### src/rtl/muldiv_hilo.sv
// Iterative multiply/divide unit owning the HI/LO registers (MULTU, DIVU, MTHI, MTLO).
// Define SIGNED_MULDIV_EN to add the signed_op port and two's-complement MULT/DIV.
module muldiv_hilo #(
    parameter int WIDTH = 32
) (
    input  logic             clk,
    input  logic             rst,
    input  logic             start,
    input  logic [1:0]       op,
    input  logic [WIDTH-1:0] x,
    input  logic [WIDTH-1:0] y,
`ifdef SIGNED_MULDIV_EN
    input  logic             signed_op,
`endif
    output logic             busy,
    output logic             done,
    output logic [WIDTH-1:0] hi,
    output logic [WIDTH-1:0] lo
);

    localparam int CW = $clog2(WIDTH + 1);

    typedef enum logic [1:0] {IDLE, RUN, FINISH} state_t;
    typedef enum logic [1:0] {OP_MULTU = 2'd0, OP_DIVU = 2'd1, OP_MTHI = 2'd2, OP_MTLO = 2'd3} op_t;

    state_t             state, state_next;
    logic [CW-1:0]      cnt;
    logic               is_div;
    logic [WIDTH-1:0]   opa;      // multiplicand (MUL) or dividend shifting into quotient (DIV)
    logic [WIDTH-1:0]   opb;      // multiplier shifting right (MUL) or divisor (DIV)
    logic [2*WIDTH-1:0] acc;
    logic [WIDTH-1:0]   rem;

    logic               accept, last, div_zero;
    logic [WIDTH-1:0]   mag_x, mag_y;

    assign accept   = start && (state != RUN);
    assign last     = (cnt == CW'(WIDTH - 1));
    assign div_zero = op[0] && (y == '0);

`ifdef SIGNED_MULDIV_EN
    logic neg_x, neg_y, neg_q, neg_r;
    assign neg_x = signed_op && x[WIDTH-1];
    assign neg_y = signed_op && y[WIDTH-1];
    assign mag_x = neg_x ? -x : x;
    assign mag_y = neg_y ? -y : y;
`else
    assign mag_x = x;
    assign mag_y = y;
`endif

    // Shift-add step: add the multiplicand into the upper half, then shift the whole product right.
    logic [WIDTH:0]     mul_sum;
    logic [2*WIDTH-1:0] acc_step;
    assign mul_sum  = {1'b0, acc[2*WIDTH-1:WIDTH]} + (opb[0] ? {1'b0, opa} : '0);
    assign acc_step = {mul_sum, acc[WIDTH-1:1]};

    // Restoring division step; the shifted partial remainder needs one extra bit.
    logic [WIDTH:0]   rem_shift;
    logic             div_fit;
    logic [WIDTH-1:0] rem_step, quo_step;
    assign rem_shift = {rem, opa[WIDTH-1]};
    assign div_fit   = (rem_shift >= {1'b0, opb});
    assign rem_step  = div_fit ? WIDTH'(rem_shift - {1'b0, opb}) : rem_shift[WIDTH-1:0];
    assign quo_step  = {opa[WIDTH-2:0], div_fit};

    logic [2*WIDTH-1:0] prod_res;
    logic [WIDTH-1:0]   quo_res, rem_res;
`ifdef SIGNED_MULDIV_EN
    assign prod_res = neg_q ? -acc_step : acc_step;
    assign quo_res  = neg_q ? -quo_step : quo_step;
    assign rem_res  = neg_r ? -rem_step : rem_step;
`else
    assign prod_res = acc_step;
    assign quo_res  = quo_step;
    assign rem_res  = rem_step;
`endif

    // NOTE: state_next gets a default before the case so no latch is inferred.
    always_comb begin
        state_next = state;
        case (state)
            IDLE, FINISH: begin
                state_next = IDLE;
                if (start && !op[1])
                    state_next = div_zero ? FINISH : RUN;
            end
            RUN:     if (last) state_next = FINISH;
            default: state_next = IDLE;
        endcase
    end

    // NOTE: all sequential state is assigned with <= so every register samples pre-edge values.
    always_ff @(posedge clk or posedge rst) begin
        if (rst) begin
            state  <= IDLE;
            cnt    <= '0;
            is_div <= 1'b0;
            opa    <= '0;
            opb    <= '0;
            acc    <= '0;
            rem    <= '0;
            hi     <= '0;
            lo     <= '0;
`ifdef SIGNED_MULDIV_EN
            neg_q  <= 1'b0;
            neg_r  <= 1'b0;
`endif
        end else begin
            state <= state_next;
            if (accept) begin
                case (op_t'(op))
                    OP_MTHI: hi <= x;
                    OP_MTLO: lo <= x;
                    default: begin
                        is_div <= op[0];
                        cnt    <= '0;
                        acc    <= '0;
                        rem    <= '0;
                        opa    <= mag_x;
                        opb    <= mag_y;
`ifdef SIGNED_MULDIV_EN
                        neg_q  <= neg_x ^ neg_y;
                        neg_r  <= neg_x;
`endif
                        if (div_zero) begin
                            hi <= x;
                            lo <= '1;
                        end
                    end
                endcase
            end else if (state == RUN) begin
                cnt <= cnt + CW'(1);
                if (is_div) begin
                    rem <= rem_step;
                    opa <= quo_step;
                end else begin
                    acc <= acc_step;
                    opb <= opb >> 1;
                end
                // Final step writes straight into HI/LO so the result is visible in FINISH.
                if (last) begin
                    if (is_div) begin
                        hi <= rem_res;
                        lo <= quo_res;
                    end else begin
                        {hi, lo} <= prod_res;
                    end
                end
            end
        end
    end

    assign busy = (state == RUN);
    assign done = (state == FINISH);

endmodule

### config.mk
export PLATFORM = sky130hd
export DESIGN_NAME = muldiv_hilo
export DESIGN_NICKNAME = d
export VERILOG_FILES = /design/src/rtl/muldiv_hilo.sv
export SDC_FILE = /design/constraint.sdc
export NUM_CORES = 1
export LEC_CHECK = 0
export CORE_ASPECT_RATIO = 0.6
export CORE_MARGIN = 2
export CORE_UTILIZATION = 53
export CTS_CLUSTER_DIAMETER = 60
export CTS_CLUSTER_SIZE = 40
export DETAILED_ROUTE_END_ITERATION = 10
export PLACE_DENSITY = 0.85
export SKIP_CTS_REPAIR_TIMING = 1
export SLEW_MARGIN = 20
export SYNTH_ARGS = -nofsm -noshare
export SYNTH_HDL_FRONTEND = slang
export SYNTH_SLANG_ARGS = --single-unit
export TNS_END_PERCENT = 5
### constraint.sdc
create_clock -name clk -period 7.9 [get_ports clk]
set_clock_uncertainty 0.15 [all_clocks]
set_input_delay 1.58 -clock clk [delete_from_list [all_inputs] [get_ports clk]]
set_output_delay 1.58 -clock clk [all_outputs]
set_load 0.05 [all_outputs]
; ---- After elaboration in Yosys (flattened, before gate mapping)
; Index checks and enable logic that the tools add are counted.
[classes]
addsub = 3
n_lt_le_gt_ge = 1
n_eq_ne = 13
mux = 37
n_bitwise = 1
n_reduce_logical = 17
[ops]
columns = cell, count
row1 = two-way mux 32 bit, 24
row2 = two-way mux 64 bit, 4
row3 = one-hot mux 32 bit (2 select lines), 2
row4 = adder 32 x 32 -> 33 bit, 1
row5 = greater-or-equal comparator 33 x 32 -> 1 bit, 1
row6 = logical NOT 32 bit, 1
row7 = subtractor 32 bit, 1
row8 = two-way mux 6 bit, 3
row9 = AND reduction 4 bit, 2
row10 = adder 6 x 1 -> 6 bit (second input constant), 1
row11 = equality test 2 bit (second input constant), 3
row12 = equality test 6 x 5 -> 1 bit (second input constant), 1
row13 = two-way mux 2 bit, 3
row14 = != test 2 x 1 -> 1 bit (second input constant), 3
row15 = != test 2 bit (second input constant), 3
row16 = != test 3 x 1 -> 1 bit (second input constant), 2
row17 = AND reduction 3 bit, 2
row18 = nonzero test 2 bit, 3
row19 = one-hot mux 2 bit (2 select lines), 1
row20 = AND reduction 2 bit, 2
row21 = OR reduction 2 bit, 2
row22 = logical AND 1 bit, 3
row23 = equality test 2 x 1 -> 1 bit (second input constant), 1
row24 = logical NOT 2 bit, 1
row25 = other kinds (2), 2
[totals]
regBits = 233
output_inout_bits = 66
wordCells = 81

; ---- Logic depth before layout (Yosys ltp)
; Gate-level depths: netlist of the first run.
[depth]
ltp_word = 6
ltp_mapped = 14

; ---- Least setup slack after synthesis of the first run
; OpenSTA, ideal clock, no wires.
[synth_path]
path_type = input -> register
start = input y[4]
end = register hi[30]
setup_time_ns = 0.128
arrival_ns = 3.309
required_time_ns = 7.622
slack_ns = 4.313
path_stages = 9
n_path_buf = 0
path_cell_list = nor4_1 nand4_1 or4_1 a31oi_4 nand2_1 o21ai_1 inv_2 o41ai_1 nor2_1
[synth_between]
elab_chain_len = 4
[synth_lines]
columns = item, line
row1 = from (decl), 11  ; input logic [WIDTH-1:0] y,
row2 = logical NOT 32 bit, 39  ; assign div_zero = op[0] && (y == '0);
row3 = logical AND 1 bit, 39
row4 = != test 3 x 1 -> 1 bit (no line), n/a
row5 = AND reduction 4 bit (no line), n/a
row6 = to (signal assigned), 144  ; hi <= rem_res;
row7 = to (signal assigned), 147  ; {hi, lo} <= prod_res;
row8 = to (decl), 17  ; output logic [WIDTH-1:0] hi,
; Every way passes these cells.
; A chain may end at the register's enable or synchronous reset.

; ---- Worst setup path in the final report of the first run
[layout_path]
start = input y[8]
end = register hi[28]
; The elaborated chain is that of the path after synthesis.

==> metrics.md, run 1 <==
| Metric | Value |
|---|---|
| Run status | `completed` |
| Rel. slew slack | `between 20% and 30%` |
| Initial drt markers | `1755` |
| Avg WL per Cell | `22.0 um` |
| CTS tree | `yes` |
| Die Area | `between 20000 and 30000 um^2` |
| Yosys warning count | `0` |
| Sum of negative setup slack | `0 ps` |
| Slew at the pin closest to its max-slew limit | `between 1000 and 1500 ps` |
| Sequential area share after synthesis | `39.8%` |
| Number of diodes | `0` |
| Pre-antenna DRT Iters | `5` |
| Synth top area cells | `dfrtp_1 (40%), nand2_1 (5.8%), ha_1 (5.7%), nor2_1 (5.1%), a21oi_1 (5.0%)` |
| Tot GR Track Use | `about a third` |
| NumNets Final | `1893` |
| Top FF cell, synth | `dfrtp_1` |
| # port buffers | `134` |
| Crit path max fanout | `37` |
| Syn avg cell area | `between 8 and 9 um^2` |
| Share of cells above drive strength 1 | `under 10%` |
| H-Tree Depth | `1` |
| Clock Path Buffers | `3` |
| Critical Path Start Type | `primary input` |
| DP Wirelength | `roughly 35000 um` |
| CTS Sinks | `about 230` |
| Gpl congestion | `between 1 and 1.5` |
| Setup CP Type | `in2reg` |
| Data required, critical path | `roughly 8200 ps` |
| Area Overhead vs Synth | `14.6%` |
| CP Data Arrival Time | `5350 ps` |
| Max cap viols | `0` |
| Most frequent cells in the layout | `dfrtp_1 (231), nand2_1 (225), nor2_1 (195)` |
| Synth Cell Area | `about 15000 um^2` |
| Yosys top cell by area | `dfrtp_1` |
| Total grt overflow | `0` |
| Unrepaired setup endpoints after global routing | `no` |
| Synth Register Bits | `~230` |
| Final setup violation count | `0` |
| Clk pin slew, worst setup/hold paths | `100 ps` |
| Commonest non-fill, non-tap cell in the layout | `dfrtp_1` |
| Antenna violations before repair | `0` |
| First-pass GRT wire length | `about 74000 um` |
| Tmin final | `around 5100 ps` |
| Root Buffer | `clkbuf_16` |
| Antenna viol nets, final | `0` |
| Largest net degree at the start of global routing | `roughly 180` |
| Net Count, Synth | `roughly 1.8k` |
| Number of synthesized flops with an enable pin | `0` |
| Std-Cell Rows | `47` |
| Hold Crit Class | `reg2reg` |
| Final Cycle Share | `roughly 64%` |
| Async set or reset register ratio after synthesis | `100%` |
| Ports | `approximately 140` |
| DRC viols | `0` |
| Initial Utilization | `between 50% and 60%` |
| Chip Height | `roughly 130 um` |
| Clock latency on the worst-skew pair | `approximately 530 ps` |
| CTS Buf Count | `16` |
| Fin. max-slew vios | `0` |
| Netlist cell types | `87` |
| Vias in the first global route | `12.7k` |
| Mapped Cells | `1691` |
| Hold Vio Cnt, Final | `0` |
| Total routed wirelength | `46800 um` |
| Die W | `~220 um` |
| Routed vias | `~14k` |
| Yosys top cell area share | `between 30 and 40%` |
| Critical path capture point type | `register` |
| Via/cell ratio | `approximately 6.4` |
| Post-layout util | `roughly 61%` |
| Fmax | `0.196 GHz` |
| Total core area | `roughly 27000 um^2` |
cells in the mapped netlist, types with 10 or more instances:
library cell / number
nor2_1: 198
and2_1: 37
a21oi_1: 145
nand3_1: 22
a22o_1: 64
nand4_1: 10
xnor2_1: 32
o21a_1: 13
nor4_1: 12
buf_1: 12
a211oi_1: 36
clkbuf_1: 74
a21o_1: 30
nor3_1: 16
o211ai_1: 14
inv_1: 55
a31oi_1: 43
ha_1: 66
dfrtp_1: 232
nand2_1: 227
o21ai_0: 105
mux2i_1: 42
o21ai_1: 20
xor2_1: 21
buf_2: 11
through the flow:
stage | area, um^2 | setup slack [ps] | cells | hold WS, ps
after floorplan | 14600 | 3130 | 1691 | 300
after global placement | 16100 | 2310 | 2105 | 315
after detailed placement | 16100 | 2160 | 2105 | 324
after CTS | 16700 | 2700 | 2133 | 347
after global routing | 16700 | 2660 | 2133 | 362
final | 16700 | 2810 | 2133 | 344
state kept, by name, summed over array words and instances, names as in the netlist:
signal  cells
acc        63
hi         32
lo         32
opa        32
opb        32
rem        32
cnt         6
state       2
is_div      1
cell type report:
cell class	instances	area, um^2
clock buffers	17	425
multi-input cells	1299	8200
flip-flops and latches	232	5810
repair buffers	150	1470
fillers	2367	10600
well taps	367	459
clock inverters	11	159
inverters	57	218
worst max-delay path, stage by stage:
cell and delay (ps):
clkdlybuf4s50_1 450, nor4_1 860, nand4_1 250, or4_1 600, a31oi_4 870, buf_4 450, nand2_1 80, o21ai_0 90
o21ai_0 110
cell families (layout without fill, tap and decap cells):
logic type               count (synthesis)  in the layout  synth area share (%)
multiplexers                            52             52                  3.78
flip-flops                             232            232                  39.8
AND/OR/NAND/NOR                        570            570                  17.3
adder cells (fa/ha/maj)                 68             68                  5.93
XOR/XNOR                                53             53                  3.18
buffers and inverters                  160            235                  4.47
AO/OA/AOI/OAI                          556            556                  25.6
worst paths after layout:
kind	startpoint	end	slack, ps	depth (start not counted)
min	lo[20]$_DFFE_PP0P_	lo[20]$_DFFE_PP0P_	340	2
max	y[8]	hi[28]$_DFFE_PP0P_	2810	9
min reg2reg	lo[20]$_DFFE_PP0P_	lo[20]$_DFFE_PP0P_	340	2
max in group asynchronous	rst	acc[38]$_DFFE_PP0P_	5290	3
max reg2reg	rem[24]$_DFFE_PP0P_	hi[7]$_DFFE_PP0P_	3530	10
min in group asynchronous	rst	opb[6]$_DFFE_PP0P_	1510	3
routing by layer:
layer	track usage (%)	wire length, um	vias to the layer above
met3	8.23	5400	58
met2	45.4	19100	677
met1	51.1	21600	6661
met4	5.56	784	0
met5	0	0	-
li1	-	-	6172
Power of run 1 is not shown: default switching activity piles up to over one toggle a cycle in this logic, so the estimate is an artifact.
==> run 2: changes to the inputs <==
==> constraint.sdc (replaced) <==
create_clock -name clk -period 4.6 [get_ports clk]
set_clock_uncertainty 0.15 [all_clocks]
set_input_delay 0.92 -clock clk [delete_from_list [all_inputs] [get_ports clk]]
set_output_delay 0.92 -clock clk [all_outputs]
set_load 0.05 [all_outputs]
==> run 2 against run 1 <==
Die area unchanged; via count about the same; flip-flop and latch count unchanged; final area rose by 1.0%; critical path type is now reg2reg.
==> metrics.md, run 2 (synthesis gave the netlist of run 1 again) <==
| Metric | Value |
|---|---|
| Run status | `completed` |
| Unrepaired setup endpoints after global routing | `no` |
| Total grt overflow | `0 (unchanged)` |
| DRC viols | `0 (unchanged)` |
| Rel. slew slack | `27.7% (+0.099 points)` |
| Routed vias | `13.6k (-0.081%)` |
| Clk pin slew, worst setup/hold paths | `100 ps (about the same)` |
| Critical Path Start Type | `register` |
| Total routed wirelength | `47200 um (+0.82%)` |
| Cells on worst reg2reg path | `10 (unchanged)` |
| Tot GR Track Use | `32.6% (+0.059 points)` |
| Pre-antenna DRT Iters | `5 (unchanged)` |
| Clock Path Buffers | `3 (unchanged)` |
| Vias in the first global route | `12.7k (-0.16%)` |
| Max cap viols | `0 (unchanged)` |
| Fin. max-slew vios | `0 (unchanged)` |
| Max reg flops | `63 (unchanged)` |
| Antenna violations before repair | `2 (+2)` |
| Initial drt markers | `1752 (-0.17%)` |
| Hold Path Origin | `lo[18]$_DFFE_PP0P_` |
| Reg with most FFs | `acc` |
| CTS tree | `yes` |
| H-Tree Depth | `1 (unchanged)` |
| Worst Hold End | `lo[18]$_DFFE_PP0P_` |
| Data required, critical path | `4870 ps (-3280 ps)` |
| Crit path max fanout | `30 (-19%)` |
| Most frequent cells in the layout | `dfrtp_1 (231), nand2_1 (225), nor2_1 (196)` |
| Hold Vio Cnt, Final | `0 (unchanged)` |
| Tmin final | `3970 ps` |
| Commonest non-fill, non-tap cell in the layout | `dfrtp_1` |
| Largest net degree at the start of global routing | `121 (-32%)` |
| Slew at the pin closest to its max-slew limit | `1080 ps (-1.48 ps)` |
| CTS Sinks | `232 (unchanged)` |
| Final Cycle Share | `a little under nine tenths` |
| # port buffers | `134 (unchanged)` |
| Avg WL per Cell | `22.0 um (about the same)` |
| Setup CP Type | `reg2reg` |
| NumNets Final | `1908 (+0.79%)` |
| Antenna viol nets, final | `0 (unchanged)` |
| Total core area | `27300 um^2 (unchanged)` |
| Die Area | `28900 um^2 (unchanged)` |
| Hold Path Depth | `2 (unchanged)` |
| First-pass GRT wire length | `73700 um (about the same)` |
| CP Data Arrival Time | `4240 ps (-1110 ps)` |
| Root Buffer | `clkbuf_16` |
| Initial Utilization | `53.4% (unchanged)` |
| DP Wirelength | `35000 um (+0.66%)` |
| Fmax | `approximately 0.25 GHz` |
| R2r startpoint | `rem[24]$_DFFE_PP0P_` |
| Chip Height | `133 um (unchanged)` |
| Hold Crit Class | `reg2reg` |
| Share of cells above drive strength 1 | `6.57% (+0.57 points)` |
| Worst R2R Setup Slack | `630 ps (-2900 ps)` |
| CTS Buf Count | `16 (unchanged)` |
| Std-Cell Rows | `47 (unchanged)` |
| Die W | `218 um (unchanged)` |
| Area Overhead vs Synth | `15.8%` |
| Sum of negative setup slack | `0 ps (unchanged)` |
| Critical path capture point type | `register` |
| Ports | `135 (unchanged)` |
| RR Endpoint | `hi[1]$_DFFE_PP0P_` |
| Gpl congestion | `1.07 (+2.6%)` |
| Clock latency on the worst-skew pair | `520 ps (about the same)` |
| Via/cell ratio | `6.31 (-0.83%)` |
| Final setup violation count | `0 (unchanged)` |
run 2: how the worst max path moves through the flow:
stage,endpoint,slack [ps],cells after the start,startpoint
floorplan,acc[10]$_DFFE_PP0P_,490,1,rst
global placement,hi[30]$_DFFE_PP0P_,350,10,y[4]
detailed placement,hi[26]$_DFFE_PP0P_,300,9,y[4]
CTS,hi[26]$_DFFE_PP0P_,830,9,y[4]
global route,hi[2]$_DFFE_PP0P_,450,10,rem[4]$_DFFE_PP0P_
finish,hi[1]$_DFFE_PP0P_,630,10,rem[24]$_DFFE_PP0P_
run 2: area by class of cell:
class                           instances  area, um^2
Fill cell                            2315       10400
Multi-Input combinational cell       1299        8180
Sequential cell                       232        5810
Timing Repair Buffer                  165        1670
Tap cell                              367         459
Clock buffer                           18         429
Inverter                               57         218
Clock inverter                         10         143
Antenna cell                            1        2.50
run 2: routing by layer:
layer	global-route usage, %	up-vias	wire length [um]
met3	12.7	80	5840
met4	7.14	2	1150
met1	48.3	6582	21000
met2	44.7	682	19200
met5	0	-	12
li1	-	6211	-
run 2: worst max-delay path, stage by stage, from the launching register on:
cell and delay [ps]:
dfrtp_1 410, ha_1 410, nand4_1 330, nor4_1 450
a21oi_1 170, nand3_1 110, and2_1 230, and2_4 480
mux2i_1 640, o211ai_1 210, a31o_1 270
run 2: stage by stage:
| step | instance area [um^2] | hold slack [ps] | instances | setup slack, ps | utilization (%) |
|---|---|---|---|---|---|
| 2_1_floorplan | 14600 | 300 | 1691 | 494 | - |
| 3_3_place_gp | 16300 | 313 | 2120 | 351 | 59.7 |
| 3_5_place_dp | 16300 | 325 | 2120 | 303 | 59.7 |
| 4_1_cts | 16900 | 349 | 2148 | 826 | 61.8 |
| 5_1_grt | 16900 | 368 | 2148 | 447 | 61.8 |
| 6_report | 16900 | 343 | 2149 | 628 | 61.8 |
Power of run 2 is left out for the same reason.
